==> src/rtl/nvram_sequencer.sv <==
// nvram_sequencer: drives STORE/RECALLn/SIREn of an X2212-style NVRAM and scans it out for upload.
//   in : clk, reset_n (sync, active low), store_req, recall_req, dcok_n, upl_req, upl_ready, nv_dout[7:0]
//   out: STORE, RECALLn, SIREn, addr_sel, nv_addr[7:0], upl_addr[7:0], upl_data[7:0], upl_valid, busy
module nvram_sequencer #(
  parameter int STORE_CYC  = 4,
  parameter int COPY_CYC   = 512,
  parameter int RECALL_CYC = 2
) (
  input  logic       clk,
  input  logic       reset_n,
  input  logic       store_req,
  input  logic       recall_req,
  input  logic       dcok_n,
  input  logic       upl_req,
  input  logic       upl_ready,
  input  logic [7:0] nv_dout,
  output logic       STORE,
  output logic       RECALLn,
  output logic       SIREn,
  output logic       addr_sel,
  output logic [7:0] nv_addr,
  output logic [7:0] upl_addr,
  output logic [7:0] upl_data,
  output logic       upl_valid,
  output logic       busy
);
  localparam int TW = $clog2(COPY_CYC + 1);
  typedef enum logic [2:0] {S_BOOT, S_RECALL, S_STORE, S_WAIT, S_IDLE, S_UADDR, S_UDATA} state_e;
  state_e state_q, state_d;
  logic [TW-1:0] t_q, t_d;
  logic [7:0] k_q, k_d, upl_addr_q, upl_addr_d, upl_data_q, upl_data_d, nv_addr_q;
  logic st_pend_q, st_pend_d, rc_pend_q, rc_pend_d, up_pend_q, up_pend_d;
  logic upl_valid_q, upl_valid_d, dcok_q, store_q, recall_n_q, addr_sel_q, busy_q;
  logic dcok_rise;
  assign dcok_rise = dcok_n & ~dcok_q;
  always_comb begin
    state_d     = state_q;
    t_d         = t_q - TW'(t_q != '0);
    k_d         = k_q;
    st_pend_d   = st_pend_q | store_req | dcok_rise;
    rc_pend_d   = rc_pend_q | recall_req;
    up_pend_d   = up_pend_q | upl_req;
    upl_valid_d = upl_valid_q;
    upl_addr_d  = upl_addr_q;
    upl_data_d  = upl_data_q;
    case (state_q)
      S_BOOT, S_RECALL, S_WAIT: if (t_q == '0) state_d = S_IDLE;
      S_STORE: if (t_q == '0) begin
        state_d = S_WAIT;
        t_d     = TW'(COPY_CYC - 1);
      end
      // A request arriving in the dispatch cycle re-arms the flag it is clearing.
      S_IDLE: if (st_pend_q) begin
        state_d   = S_STORE;
        t_d       = TW'(STORE_CYC - 1);
        st_pend_d = store_req | dcok_rise;
      end else if (rc_pend_q) begin
        state_d   = S_RECALL;
        t_d       = TW'(RECALL_CYC - 1);
        rc_pend_d = recall_req;
      end else if (up_pend_q) begin
        state_d   = S_UADDR;
        k_d       = '0;
        up_pend_d = upl_req;
      end
      S_UADDR: state_d = S_UDATA;
      // First UDATA cycle is when the registered NVRAM read of nv_addr is valid.
      S_UDATA: if (!upl_valid_q) begin
        upl_valid_d = 1'b1;
        upl_addr_d  = k_q;
        upl_data_d  = nv_dout;
      end else if (upl_ready) begin
        upl_valid_d = 1'b0;
        if (k_q == 8'hff) state_d = S_IDLE;
        else begin
          k_d     = k_q + 8'd1;
          state_d = S_UADDR;
        end
      end
      default: state_d = S_IDLE;
    endcase
  end
  always_ff @(posedge clk) begin
    dcok_q <= dcok_n;
    if (!reset_n) begin
      state_q     <= S_BOOT;
      // One extra count: the boot recall starts on the release edge, not during reset.
      t_q         <= TW'(RECALL_CYC);
      k_q         <= '0;
      st_pend_q   <= 1'b0;
      rc_pend_q   <= 1'b0;
      up_pend_q   <= 1'b0;
      upl_valid_q <= 1'b0;
      upl_addr_q  <= '0;
      upl_data_q  <= '0;
      store_q     <= 1'b0;
      recall_n_q  <= 1'b1;
      addr_sel_q  <= 1'b0;
      nv_addr_q   <= '0;
      busy_q      <= 1'b1;
    end else begin
      state_q     <= state_d;
      t_q         <= t_d;
      k_q         <= k_d;
      st_pend_q   <= st_pend_d;
      rc_pend_q   <= rc_pend_d;
      up_pend_q   <= up_pend_d;
      upl_valid_q <= upl_valid_d;
      upl_addr_q  <= upl_addr_d;
      upl_data_q  <= upl_data_d;
      store_q     <= state_d == S_STORE;
      recall_n_q  <= !(state_d inside {S_BOOT, S_RECALL});
      addr_sel_q  <= state_d inside {S_UADDR, S_UDATA};
      nv_addr_q   <= k_d;
      // Pending work keeps busy high so a polling CPU never sees a gap before dispatch.
      busy_q      <= state_d != S_IDLE || st_pend_d || rc_pend_d || up_pend_d;
    end
  end
  assign STORE     = store_q;
  assign RECALLn   = recall_n_q;
  assign SIREn     = recall_n_q;
  assign addr_sel  = addr_sel_q;
  assign nv_addr   = nv_addr_q;
  assign upl_addr  = upl_addr_q;
  assign upl_data  = upl_data_q;
  assign upl_valid = upl_valid_q;
  assign busy      = busy_q;
endmodule
==> config.mk <==
export PLATFORM = sky130hd
export DESIGN_NAME = nvram_sequencer
export DESIGN_NICKNAME = d
export VERILOG_FILES = /design/src/rtl/nvram_sequencer.sv
export SDC_FILE = /design/constraint.sdc
export NUM_CORES = 1
export LEC_CHECK = 0
export CORE_ASPECT_RATIO = 1.5
export CORE_UTILIZATION = 35
export DETAILED_ROUTE_END_ITERATION = 10
export PLACE_DENSITY = 0.59
export SETUP_SLACK_MARGIN = 0.1
export SYNTH_ARGS = -nofsm -noshare
export SYNTH_HDL_FRONTEND = slang
export SYNTH_SLANG_ARGS = --single-unit
==> constraint.sdc <==
create_clock -name clk -period 4.3 [get_ports clk]
set_input_delay 0.86 -clock clk [delete_from_list [all_inputs] [get_ports clk]]
set_output_delay 0.86 -clock clk [all_outputs]
set_load 0.005 [all_outputs]
==> impl_results.md <==
- GRT Util Overall: 16.5%
- Fmax: 360 MHz
- Final hold vios: 0
- GP Congestion: ~0.77
- Iter 0 DRT Violations: 35
- CTS sink count: 46
- Reg-to-reg setup timing slack: 1.52 ns
- Setup bufs post-CTS: 0
- Antenna-violating nets left: 0
- Syn_area_per_cell: about 8.4 µm²
- Hold WC Path Type: register to register
- Crit Path Category: register to register
- Hold-critical path depth: 2
- Htree depth: 2
- R2r worst-path depth: 9
- Slew margin rel.: 32.7%
- Synth Flop Type: dfxtp_1
- Ys Warns: 0
- TritonRoute pass-1 iters: 4
- Worst-Margin Slew: 1.00 ns
- Area Overhead vs Synth: 26.3%
- Cell Rows: 34
- First-pass GRT wire length: between 7 and 8 mm
- Vias per std cell: ~5.3
- Post-Syn Area: 2090 µm²
- Layout Skew: 0.00536 ns
- Port bufs: 44
- RSZ-0062 raised after global routing: false
- CTS root buffer: clkbuf_8
- Syn Nets: 266
- Post-place setup slack: between 1.5 and 2 ns
- Synth cell types: 51
- Initial antenna violation count: 0
- Synth async-reset ratio: 0%
- Vias: 1876
- Inst Count DP: 349
- Number of global-route vias before repair: 1734
- Worst reg2reg startpoint: t_q[4]
- Hold buffers post-CTS: 0
- Crit. End Element: register
- Status: completed
- Clock transition at path regs: 0.08 ns
- Max Cap Viol: 0
- DPL Wire Length: ~3.4 mm
- Clock buffer depth: 2
- Register bit total from synthesis: 46
- I/O pins: between 40 and 50
- # DRC: 0
- Number of antenna diodes: 0
- Synthesized instance count: 247
- Die H: 96.6 µm
- Final wirelength: about 4.7 mm
- Sum of negative setup slack: 0 ns
- Pleak: 0.932 nW
- Final setup viols: 0
- Most frequent cells in the layout: dfxtp_1, nand2_1, clkdlybuf4s50_1
- Die area: 6280 µm²
- Die Width: 65.1 µm
- Largest net degree at the start of global routing: 35
- Starting Density: 36.1%
- Critical path required time: 4.53 ns
- Critical Path Source Type: register
- Hold Startpoint: upl_addr[0]
- RR Endpoint: t_q[6]
- Wire per inst: ~13 µm
- CP Max Fanout: 7
- Sequential share of the synthesized area: 44.1%
- PwrDens: 476 nW/µm²
- VDD IR max: 0.215 mV
- Finished Layout Cells: 355
- Share of cells above drive strength 1: 7.42%
- CP arrival: 3.01 ns
- Most common cell after layout, fill and taps aside: dfxtp_1
- Final Cycle Share: 64.6%
- Core area: 5790 µm²
- WHS Endpoint: upl_addr[0]
- CTS buffer count: 5
- CTS resizes: 0
- CTS tree: done
- Tmin final: 2.78 ns
- Worst-skew pair later-pin latency: 0.29 ns
- # nets final: 303
- Worst setup margin: 1.52 ns
- Grt ovf: 0
- Number of flops mapped to enable cells by yosys: 0
- Slew Limit Fails: 0
==> through the flow <==
step	power (mW)	hold slack, ns	utilization (%)	instance area, µm²
after detailed placement	1.00	0.447	44.1	2550
after global placement	0.994	0.441	44.1	2550
after floorplan	0.899	0.453	-	2090
final	1.26	0.454	45.6	2640
after CTS	1.27	0.458	45.6	2640
after global routing	1.35	0.475	45.6	2640
==> synthesized netlist by cell type (3+ instances only) <==
library cell	n	area, µm²
clkbuf_1	10	37.5
dfxtp_1	46	921
a21oi_1	36	180
o2111ai_1	4	35.0
nand3_1	9	45.0
a2111o_1	5	56.3
inv_1	7	26.3
nand2_1	45	169
nor3_1	8	40.0
o21a_1	3	22.5
a21o_1	3	22.5
nor2_1	9	33.8
nand2b_1	3	18.8
a211oi_1	4	30.0
o21ai_0	8	40.0
ha_1	4	50.1
==> where the power goes <==
group / leakage, nW / total [mW] / switching, mW / internal, mW
sequential: 0.374 / 0.557 / 0.0698 / 0.488
clock: 0.0431 / 0.262 / 0.138 / 0.124
combinational: 0.515 / 0.436 / 0.218 / 0.218
total: 0.932 / 1.26 / 0.426 / 0.830
==> layout make-up <==
cell class / instances / area [µm²]
clock buffers: 6 / 82.6
well taps: 72 / 90.1
inverters: 8 / 30.0
multi-input cells: 177 / 1060
repair buffers: 46 / 455
fillers: 627 / 3150
flip-flops and latches: 46 / 921
==> state kept, by name (all words and copies together), names as in the netlist <==
signal and cells:
upl_valid 1, addr_sel 1, busy 1, dcok_q 1, RECALLn 1, rc_pend_q 1
upl_data 8, nv_addr 8, up_pend_q 1, t_q 10, state_q 3, STORE 1
st_pend_q 1, upl_addr 8
==> worst max-delay path: stages (launching register included) <==
cell and delay, ns:
dfxtp_1 0.37, or4_4 0.59, nor4_1 0.51, inv_1 0.13
ha_1 0.23, ha_1 0.20, or3b_2 0.26, o31a_2 0.14
o21ai_0 0.09, a21oi_1 0.18
==> layer usage <==
metal / up-vias / part of all wire (%) / routed length [µm] / global-route usage, %
met5: - / 0 / 0 / 0
met4: 0 / 1.4 / 66 / 5.98
met3: 5 / 3.5 / 165 / 3.64
met2: 31 / 53 / 2530 / 30.7
met1: 885 / 42 / 1980 / 18.1
li1: 955 / - / - / -
==> how the worst max path moves through the flow <==
stage	startpoint	end	depth (start not counted)
floorplan	t_q[4]	t_q[6]	10
global placement	t_q[4]	t_q[6]	9
detailed placement	t_q[4]	t_q[6]	9
CTS	t_q[4]	t_q[6]	9
global route	t_q[4]	t_q[6]	9
finish	t_q[4]	t_q[6]	9
==> logic make-up (layout without fill, tap and decap cells) <==
group / Yosys count / count (layout) / synth area share [%]
simple gates: 91 / 91 / 21.0
flops: 46 / 46 / 44.1
mux: 3 / 3 / 1.50
fa+ha+maj: 4 / 4 / 2.40
xor+xnor: 3 / 3 / 1.26
buf+inv: 24 / 60 / 5.46
compound gates: 76 / 76 / 24.2
No activity file was read; power rests on OpenSTA's default activity.
